<file path="src/rtl/mem_bus_arbiter_if.sv">
// Memory-bus arbiter handshake bundle: memory-side bus plus the Dcache and
// Icache request/response channels. The "master" modport is the arbiter's
// view; "slave" is the view of the surrounding caches and memory.
interface mem_bus_arbiter_if;
  localparam int unsigned ADDR_W = 32;
  localparam int unsigned DATA_W = 64;
  localparam int unsigned TAG_W  = 4;

  // Memory side
  logic [TAG_W-1:0]  mem2ctrl_response;
  logic [DATA_W-1:0] mem2ctrl_data;
  logic [TAG_W-1:0]  mem2ctrl_tag;
  logic [ADDR_W-1:0] ctrl2mem_addr;
  logic [DATA_W-1:0] ctrl2mem_data;
  logic [1:0]        ctrl2mem_command;

  // Dcache side
  logic [1:0]        Dcache2Dmem_command;
  logic [ADDR_W-1:0] Dcache2Dmem_addr;
  logic [DATA_W-1:0] Dcache2Dmem_data;
  logic [TAG_W-1:0]  Dmem2Dcache_response;
  logic [DATA_W-1:0] Dmem2Dcache_data;
  logic [TAG_W-1:0]  Dmem2Dcache_tag;

  // Icache side
  logic [1:0]        Icache2Imem_command;
  logic [ADDR_W-1:0] Icache2Imem_addr;
  logic [TAG_W-1:0]  Imem2Icache_response;
  logic [DATA_W-1:0] Imem2Icache_data;
  logic [TAG_W-1:0]  Imem2Icache_tag;

  modport master (
    input  mem2ctrl_response, mem2ctrl_data, mem2ctrl_tag,
    output ctrl2mem_addr, ctrl2mem_data, ctrl2mem_command,
    input  Dcache2Dmem_command, Dcache2Dmem_addr, Dcache2Dmem_data,
    output Dmem2Dcache_response, Dmem2Dcache_data, Dmem2Dcache_tag,
    input  Icache2Imem_command, Icache2Imem_addr,
    output Imem2Icache_response, Imem2Icache_data, Imem2Icache_tag
  );

  modport slave (
    output mem2ctrl_response, mem2ctrl_data, mem2ctrl_tag,
    input  ctrl2mem_addr, ctrl2mem_data, ctrl2mem_command,
    output Dcache2Dmem_command, Dcache2Dmem_addr, Dcache2Dmem_data,
    input  Dmem2Dcache_response, Dmem2Dcache_data, Dmem2Dcache_tag,
    output Icache2Imem_command, Icache2Imem_addr,
    input  Imem2Icache_response, Imem2Icache_data, Imem2Icache_tag
  );
endinterface

</file>
<file path="src/rtl/mem_bus_arbiter.sv">
// Dcache/Icache arbiter for the single-port memory bus. Dcache has default
// priority; a starvation counter force-grants the Icache. A tag ownership
// table steers returning load tags to the requester that issued them, and an
// outstanding-load cap provides back-pressure.
// Optional statistics counters are enabled with `define MEM_ARB_STATS_EN.
module mem_bus_arbiter #(
  parameter int unsigned STARVE_LIMIT    = 4,  // >= 1
  parameter int unsigned MAX_OUTSTANDING = 8   // 1..15
) (
  input  logic                clock,
  input  logic                reset,           // async, active low
  mem_bus_arbiter_if.master   bus,
  output logic [3:0]          outstanding_cnt,
  output logic                orphan_tag
`ifdef MEM_ARB_STATS_EN
  ,
  output logic [31:0]         d_grant_cnt,
  output logic [31:0]         i_grant_cnt,
  output logic [31:0]         blocked_cycles
`endif
);

  localparam logic [1:0]  BUS_NONE  = 2'd0;
  localparam logic [1:0]  BUS_LOAD  = 2'd1;
  localparam logic [1:0]  BUS_STORE = 2'd2;
  localparam int unsigned CNT_W     = 4;
  localparam int unsigned SW        = $clog2(STARVE_LIMIT + 1);

  logic [SW-1:0]    starve_q, starve_d;
  logic [CNT_W-1:0] cnt_q, cnt_d;
  logic [15:0]      valid_q;   // entry 0 unused: tag 0 means "none"
  logic [15:0]      owner_q;   // 1 = Icache, 0 = Dcache

  logic run;
  logic load_block, d_elig, i_elig, force_i;
  logic grant_d, grant_i, grant_load;
  logic resp_nz, alloc, comp_hit, comp_miss;

  // Grant decision and table lookups; everything is idle while in reset
  always_comb begin
    run        = reset;
    load_block = (cnt_q == CNT_W'(MAX_OUTSTANDING));
    d_elig     = run && ((bus.Dcache2Dmem_command == BUS_STORE) ||
                         ((bus.Dcache2Dmem_command == BUS_LOAD) && !load_block));
    i_elig     = run && (bus.Icache2Imem_command == BUS_LOAD) && !load_block;
    force_i    = i_elig && (starve_q == SW'(STARVE_LIMIT));
    grant_i    = force_i || (i_elig && !d_elig);
    grant_d    = d_elig && !grant_i;
    grant_load = grant_i || (grant_d && (bus.Dcache2Dmem_command == BUS_LOAD));
    resp_nz    = (bus.mem2ctrl_response != 4'd0);
    alloc      = grant_load && resp_nz;
    comp_hit   = run && (bus.mem2ctrl_tag != 4'd0) && valid_q[bus.mem2ctrl_tag];
    comp_miss  = run && (bus.mem2ctrl_tag != 4'd0) && !valid_q[bus.mem2ctrl_tag];
  end

  // Memory bus drive, accept responses and completion steering
  always_comb begin
    bus.ctrl2mem_command     = BUS_NONE;
    bus.ctrl2mem_addr        = bus.Dcache2Dmem_addr;
    bus.ctrl2mem_data        = bus.Dcache2Dmem_data;
    bus.Dmem2Dcache_response = 4'd0;
    bus.Imem2Icache_response = 4'd0;
    bus.Dmem2Dcache_data     = bus.mem2ctrl_data;
    bus.Imem2Icache_data     = bus.mem2ctrl_data;
    bus.Dmem2Dcache_tag      = 4'd0;
    bus.Imem2Icache_tag      = 4'd0;
    if (grant_i) begin
      bus.ctrl2mem_command     = BUS_LOAD;
      bus.ctrl2mem_addr        = bus.Icache2Imem_addr;
      bus.Imem2Icache_response = bus.mem2ctrl_response;
    end else if (grant_d) begin
      bus.ctrl2mem_command     = bus.Dcache2Dmem_command;
      bus.Dmem2Dcache_response = bus.mem2ctrl_response;
    end
    if (comp_hit) begin
      if (owner_q[bus.mem2ctrl_tag]) bus.Imem2Icache_tag = bus.mem2ctrl_tag;
      else                           bus.Dmem2Dcache_tag = bus.mem2ctrl_tag;
    end
  end

  assign outstanding_cnt = cnt_q;
  assign orphan_tag      = comp_miss;

  // Next outstanding count and starvation counter
  always_comb begin
    cnt_d    = cnt_q;
    starve_d = '0;
    case ({alloc, comp_hit})
      2'b10:   cnt_d = cnt_q + CNT_W'(1);
      2'b01:   cnt_d = cnt_q - CNT_W'(1);
      default: cnt_d = cnt_q;
    endcase
    if (run && (bus.Icache2Imem_command == BUS_LOAD) && !grant_i) begin
      if (starve_q == SW'(STARVE_LIMIT)) starve_d = starve_q;
      else                               starve_d = starve_q + SW'(1);
    end
  end

  // State registers; completion clears before allocation so a reused tag
  // ends valid with its new owner
  always_ff @(posedge clock or negedge reset) begin
    if (!reset) begin
      valid_q  <= '0;
      owner_q  <= '0;
      cnt_q    <= '0;
      starve_q <= '0;
    end else begin
      cnt_q    <= cnt_d;
      starve_q <= starve_d;
      if (comp_hit) valid_q[bus.mem2ctrl_tag] <= 1'b0;
      if (alloc) begin
        valid_q[bus.mem2ctrl_response] <= 1'b1;
        owner_q[bus.mem2ctrl_response] <= grant_i;
      end
    end
  end

`ifdef MEM_ARB_STATS_EN
  logic any_load_req;
  assign any_load_req = (bus.Dcache2Dmem_command == BUS_LOAD) ||
                        (bus.Icache2Imem_command == BUS_LOAD);

  // Saturating grant and back-pressure statistics
  always_ff @(posedge clock or negedge reset) begin
    if (!reset) begin
      d_grant_cnt    <= '0;
      i_grant_cnt    <= '0;
      blocked_cycles <= '0;
    end else begin
      if (grant_d && resp_nz && (d_grant_cnt != '1))
        d_grant_cnt <= d_grant_cnt + 32'd1;
      if (grant_i && resp_nz && (i_grant_cnt != '1))
        i_grant_cnt <= i_grant_cnt + 32'd1;
      if (load_block && any_load_req && (blocked_cycles != '1))
        blocked_cycles <= blocked_cycles + 32'd1;
    end
  end
`endif

endmodule
</file>
<file path="src/flat_wrapper.sv">
// flat-port wrapper written by rule: the top's interface ports become plain ports
module mem_bus_arbiter_flat 
#(
  parameter int unsigned STARVE_LIMIT    = 4,         
  parameter int unsigned MAX_OUTSTANDING = 8           
)
  (clock, reset, outstanding_cnt, orphan_tag, bus_mem2ctrl_response, bus_mem2ctrl_data, bus_mem2ctrl_tag, bus_ctrl2mem_addr, bus_ctrl2mem_data, bus_ctrl2mem_command, bus_Dcache2Dmem_command, bus_Dcache2Dmem_addr, bus_Dcache2Dmem_data, bus_Dmem2Dcache_response, bus_Dmem2Dcache_data, bus_Dmem2Dcache_tag, bus_Icache2Imem_command, bus_Icache2Imem_addr, bus_Imem2Icache_response, bus_Imem2Icache_data, bus_Imem2Icache_tag);
  mem_bus_arbiter_if bus_i ();
  input  logic clock;
  input  logic reset;
  output logic [3:0] outstanding_cnt;
  output logic orphan_tag;
  input wire logic [$bits(bus_i.mem2ctrl_response)-1:0] bus_mem2ctrl_response;
  input wire logic [$bits(bus_i.mem2ctrl_data)-1:0] bus_mem2ctrl_data;
  input wire logic [$bits(bus_i.mem2ctrl_tag)-1:0] bus_mem2ctrl_tag;
  output wire logic [$bits(bus_i.ctrl2mem_addr)-1:0] bus_ctrl2mem_addr;
  output wire logic [$bits(bus_i.ctrl2mem_data)-1:0] bus_ctrl2mem_data;
  output wire logic [$bits(bus_i.ctrl2mem_command)-1:0] bus_ctrl2mem_command;
  input wire logic [$bits(bus_i.Dcache2Dmem_command)-1:0] bus_Dcache2Dmem_command;
  input wire logic [$bits(bus_i.Dcache2Dmem_addr)-1:0] bus_Dcache2Dmem_addr;
  input wire logic [$bits(bus_i.Dcache2Dmem_data)-1:0] bus_Dcache2Dmem_data;
  output wire logic [$bits(bus_i.Dmem2Dcache_response)-1:0] bus_Dmem2Dcache_response;
  output wire logic [$bits(bus_i.Dmem2Dcache_data)-1:0] bus_Dmem2Dcache_data;
  output wire logic [$bits(bus_i.Dmem2Dcache_tag)-1:0] bus_Dmem2Dcache_tag;
  input wire logic [$bits(bus_i.Icache2Imem_command)-1:0] bus_Icache2Imem_command;
  input wire logic [$bits(bus_i.Icache2Imem_addr)-1:0] bus_Icache2Imem_addr;
  output wire logic [$bits(bus_i.Imem2Icache_response)-1:0] bus_Imem2Icache_response;
  output wire logic [$bits(bus_i.Imem2Icache_data)-1:0] bus_Imem2Icache_data;
  output wire logic [$bits(bus_i.Imem2Icache_tag)-1:0] bus_Imem2Icache_tag;
  assign bus_i.mem2ctrl_response = bus_mem2ctrl_response;
  assign bus_i.mem2ctrl_data = bus_mem2ctrl_data;
  assign bus_i.mem2ctrl_tag = bus_mem2ctrl_tag;
  assign bus_ctrl2mem_addr = bus_i.ctrl2mem_addr;
  assign bus_ctrl2mem_data = bus_i.ctrl2mem_data;
  assign bus_ctrl2mem_command = bus_i.ctrl2mem_command;
  assign bus_i.Dcache2Dmem_command = bus_Dcache2Dmem_command;
  assign bus_i.Dcache2Dmem_addr = bus_Dcache2Dmem_addr;
  assign bus_i.Dcache2Dmem_data = bus_Dcache2Dmem_data;
  assign bus_Dmem2Dcache_response = bus_i.Dmem2Dcache_response;
  assign bus_Dmem2Dcache_data = bus_i.Dmem2Dcache_data;
  assign bus_Dmem2Dcache_tag = bus_i.Dmem2Dcache_tag;
  assign bus_i.Icache2Imem_command = bus_Icache2Imem_command;
  assign bus_i.Icache2Imem_addr = bus_Icache2Imem_addr;
  assign bus_Imem2Icache_response = bus_i.Imem2Icache_response;
  assign bus_Imem2Icache_data = bus_i.Imem2Icache_data;
  assign bus_Imem2Icache_tag = bus_i.Imem2Icache_tag;
  mem_bus_arbiter #(.STARVE_LIMIT(STARVE_LIMIT), .MAX_OUTSTANDING(MAX_OUTSTANDING)) u_core (.clock(clock), .reset(reset), .bus(bus_i), .outstanding_cnt(outstanding_cnt), .orphan_tag(orphan_tag));
endmodule
</file>
<file path="config.mk">
export PLATFORM = sky130hd
export DESIGN_NAME = mem_bus_arbiter_flat
export DESIGN_NICKNAME = d
export VERILOG_FILES = /design/src/rtl/mem_bus_arbiter_if.sv /design/src/rtl/mem_bus_arbiter.sv /design/src/flat_wrapper.sv
export SDC_FILE = /design/constraint.sdc
export NUM_CORES = 1
export LEC_CHECK = 0
export CAP_MARGIN = 25
export CORE_AREA = 4 4 172 174
export DETAILED_ROUTE_END_ITERATION = 10
export DIE_AREA = 0 0 176 178
export GPL_ROUTABILITY_DRIVEN = 0
export GPL_TIMING_DRIVEN = 0
export PLACE_DENSITY = 0.57
export SKIP_LAST_GASP = 1
export SLEW_MARGIN = 30
export SYNTH_ARGS = -nofsm -noshare
export SYNTH_HDL_FRONTEND = slang
export SYNTH_SLANG_ARGS = --single-unit
</file>
<file path="constraint.sdc">
create_clock -name clock -period 3.05 [get_ports clock]
set_input_delay 0.915 -clock clock [delete_from_list [all_inputs] [get_ports clock]]
set_output_delay 0.915 -clock clock [all_outputs]
set_load 0.05 [all_outputs]
</file>
==> out/results.ini <==
[status]
status=finished with violations
violations=setup timing

[die]
dieArea_sq_um=31330
boundaryPins=453
rows=61
die_h_um=178
die_w_um=176
initial_core_util_pct=15.25
core_sq_um=27780

[routing]
avgRoutedWirePerCell_um=14.93
ant_nets=0
drc=0
vias=4254
drtIter0Drc=102
vias_per_cell=3.548
wl_mm=17.91
drtPass1Iterations=4

[placed_design]
portBuffers=322
dp_hpwl_mm=15.29
dp.cells=1166

[power_and_ir_drop]
power.leakage_nw=4.030
p_per_area_nw_per_um2=371.7
ir_drop_mv=0.2282

[synth]
syn-num-nets=677
synthDistinctLibCells=42
synth_async_sr_flop_share_pct=100.0
yosys-top-cells-area=buf_4 (34%), dfrtp_1 (23%), mux2_2 (13%)
netlist.area_leader.share_pct=34.20
syn-instance-count=466
netlist_area_sq_um=4237
synth_top_cell_by_area=buf_4
synth_edf_count=0
yosysSeqAreaShare_pct=23.04
ys.flop_type=dfrtp_1
synth_area_per_cell_sq_um=9.091
ys.warnings.count=0
ys_ff_latch=39

[worst_setup_path]
worstPathArrival_ns=2.48
crit_type=input port to output pin
crit_fanout=7
critPathRequiredTime_ns=2.13
startpoint_type=input port
endpoint_kind=output pin

[sta]
fin_ws_ns=-0.3448
finalSetupTns_ns=-8.835
finalClockSkew_ns=0.003190
slew_violations=0
fmaxAchievable_ghz=0.2946
rsz0062_at_grt=true
period_needed_ns=3.395
setup_violations=47
finalHoldViolations=0
holdWs_ns=0.4323
finalCritPeriodShare_pct=111.3
slew_headroom_pct=63.90
worst_pin_slew_ns=0.5397

[global_route]
grt_max_degree=23
grt_overflow=0
track_usage_pct=10.39
first_global_vias=4303
antenna_found_initial=0
grt_pass1_wl_mm=25.37

[final_layout]
drive_above_1_share_pct=47.50
nets=1031
fillers=2925
finalNonFillerCells=1199
layout_common_cells=clkdlybuf4s50_1 (264), buf_4 (210), buf_6 (44)
antenna_cells=0
layout_commonest_cell=clkdlybuf4s50_1
syn_to_final_growth_pct=112.2

[clock_tree]
cts_hold_buf=0
htreeDepth=2
clock_latency_ns=0.28
cts_tree=yes
cts_buffers=5
clockBufferDepth=2
path_clk_slew_ns=0.05
clock-sinks=39
ctsRootBufferMaster=clkbuf_16

[run]
drv_cap=0

[worst_hold_path]
hold_class=input port to asynchronous set/reset pin

## stage by stage
| stage | worst slack (ns) | power (W) | util (%) | area, sq um |
|---|---|---|---|---|
| 2_1_floorplan | -0.4959 | 0.002041 | - | 4528 |
| 3_3_place_gp | -3.363 | 0.002666 | 29.60 | 8224 |
| 3_5_place_dp | -2.086 | 0.002677 | 29.59 | 8222 |
| 4_1_cts | -0.3917 | 0.003332 | 32.28 | 8969 |
| 5_1_grt | -0.4475 | 0.003503 | 32.36 | 8991 |
| 6_report | -0.3448 | 0.003342 | 32.36 | 8991 |
## report_power, final
part           internal [W]  switching [W]
combinational      0.000945        0.00118
clock              0.000302       0.000194
sequential         0.000612       0.000104
## final timing paths
kind / start / endpoint / cells after the start / slack (ns)
worst max-delay path: bus_mem2ctrl_tag[0] / bus_Dmem2Dcache_tag[1] / 6 / -0.34
worst min-delay path: reset / u_core.valid_q[1] / 1 / 0.43
worst max register to register: u_core.outstanding_cnt[0] / u_core.outstanding_cnt[3] / 12 / 0.27
worst min register to register: u_core.owner_q[0] / u_core.owner_q[0] / 1 / 0.46
max in group asynchronous: reset / u_core.valid_q[0] / 1 / 2.33
min in group clock: u_core.owner_q[0] / u_core.owner_q[0] / 1 / 0.46
## cell type report
cell class | instances | area, sq um | share of cell area (%)
inverter | 5 | 23.77 | 0.2644
multi-input combinational | 211 | 2052 | 22.82
clock inverter | 1 | 5.005 | 0.05566
tap | 378 | 473.0 | 5.260
buffer | 209 | 1648 | 18.33
clock buffer | 7 | 132.6 | 1.475
sequential | 39 | 979.7 | 10.90
timing repair buffer | 349 | 3677 | 40.90
## synth_stat cells, types with 2 or more instances
| library cell | instances |
|---|---|
| buf_4 | 193 |
| mux2_2 | 49 |
| dfrtp_1 | 39 |
| nand2_1 | 27 |
| and2_1 | 16 |
| nand4_1 | 16 |
| o21ai_0 | 16 |
| nor2_1 | 11 |
| clkbuf_1 | 10 |
| nand2b_1 | 8 |
| nor3_1 | 6 |
| nor3b_1 | 6 |
| buf_2 | 5 |
| ha_1 | 5 |
| inv_1 | 5 |
| mux2i_1 | 5 |
| mux4_1 | 4 |
| nand3b_1 | 4 |
| nor2b_1 | 4 |
| xor2_1 | 4 |
| a21oi_1 | 3 |
| o2bb2ai_1 | 3 |
| a211oi_1 | 2 |
| a211oi_2 | 2 |
| buf_6 | 2 |
| mux4_2 | 2 |
| nand3_1 | 2 |
| or2_2 | 2 |
| xnor2_1 | 2 |
## critical path, stage by stage
cell,delay (ns)
buf_12,0.09
mux2_2,0.33
mux4_2,0.54
o2bb2a_4,0.36
nor3b_4,0.08
buf_6,0.16
## what timing repair did
item / in CTS / in global routing
pin swaps: 12 / 8
setup endpoints to repair: 55 / 53
resized for setup: 435 / 23
gates cloned: 6 / 0
endpoints found under the hold margin: 0 / 0
buffers inserted: 20 / 4
## logic make-up after synthesis
| logic type | Yosys count | share of synthesized area (%) |
|---|---|---|
| flip-flops | 39 | 23.04 |
| adder cells (fa/ha/maj) | 5 | 1.477 |
| AND/OR/NAND/NOR | 107 | 13.94 |
| AO/OA/AOI/OAI | 33 | 5.582 |
| multiplexers | 60 | 17.75 |
| buffers and inverters | 216 | 36.98 |
| XOR/XNOR | 6 | 1.240 |
## flip-flops by register name (all words and copies together) (netlist names)
name                    cells
u_core.outstanding_cnt      4
u_core.owner_q             16
u_core.valid_q             16
u_core.starve_q             3
## per-layer routing
metal  global-route usage (%)  share of wire (%)  wire (um)  vias up
li1                         -                  -          -     2083
met3                    2.543                9.1       1624       11
met5                        0                  0          0        -
met2                    18.02                 51       9131      207
met1                    13.11                 39       6965     1953
met4                    2.307                1.0        185        0
Note: power is estimated with default switching activity, not from simulation.
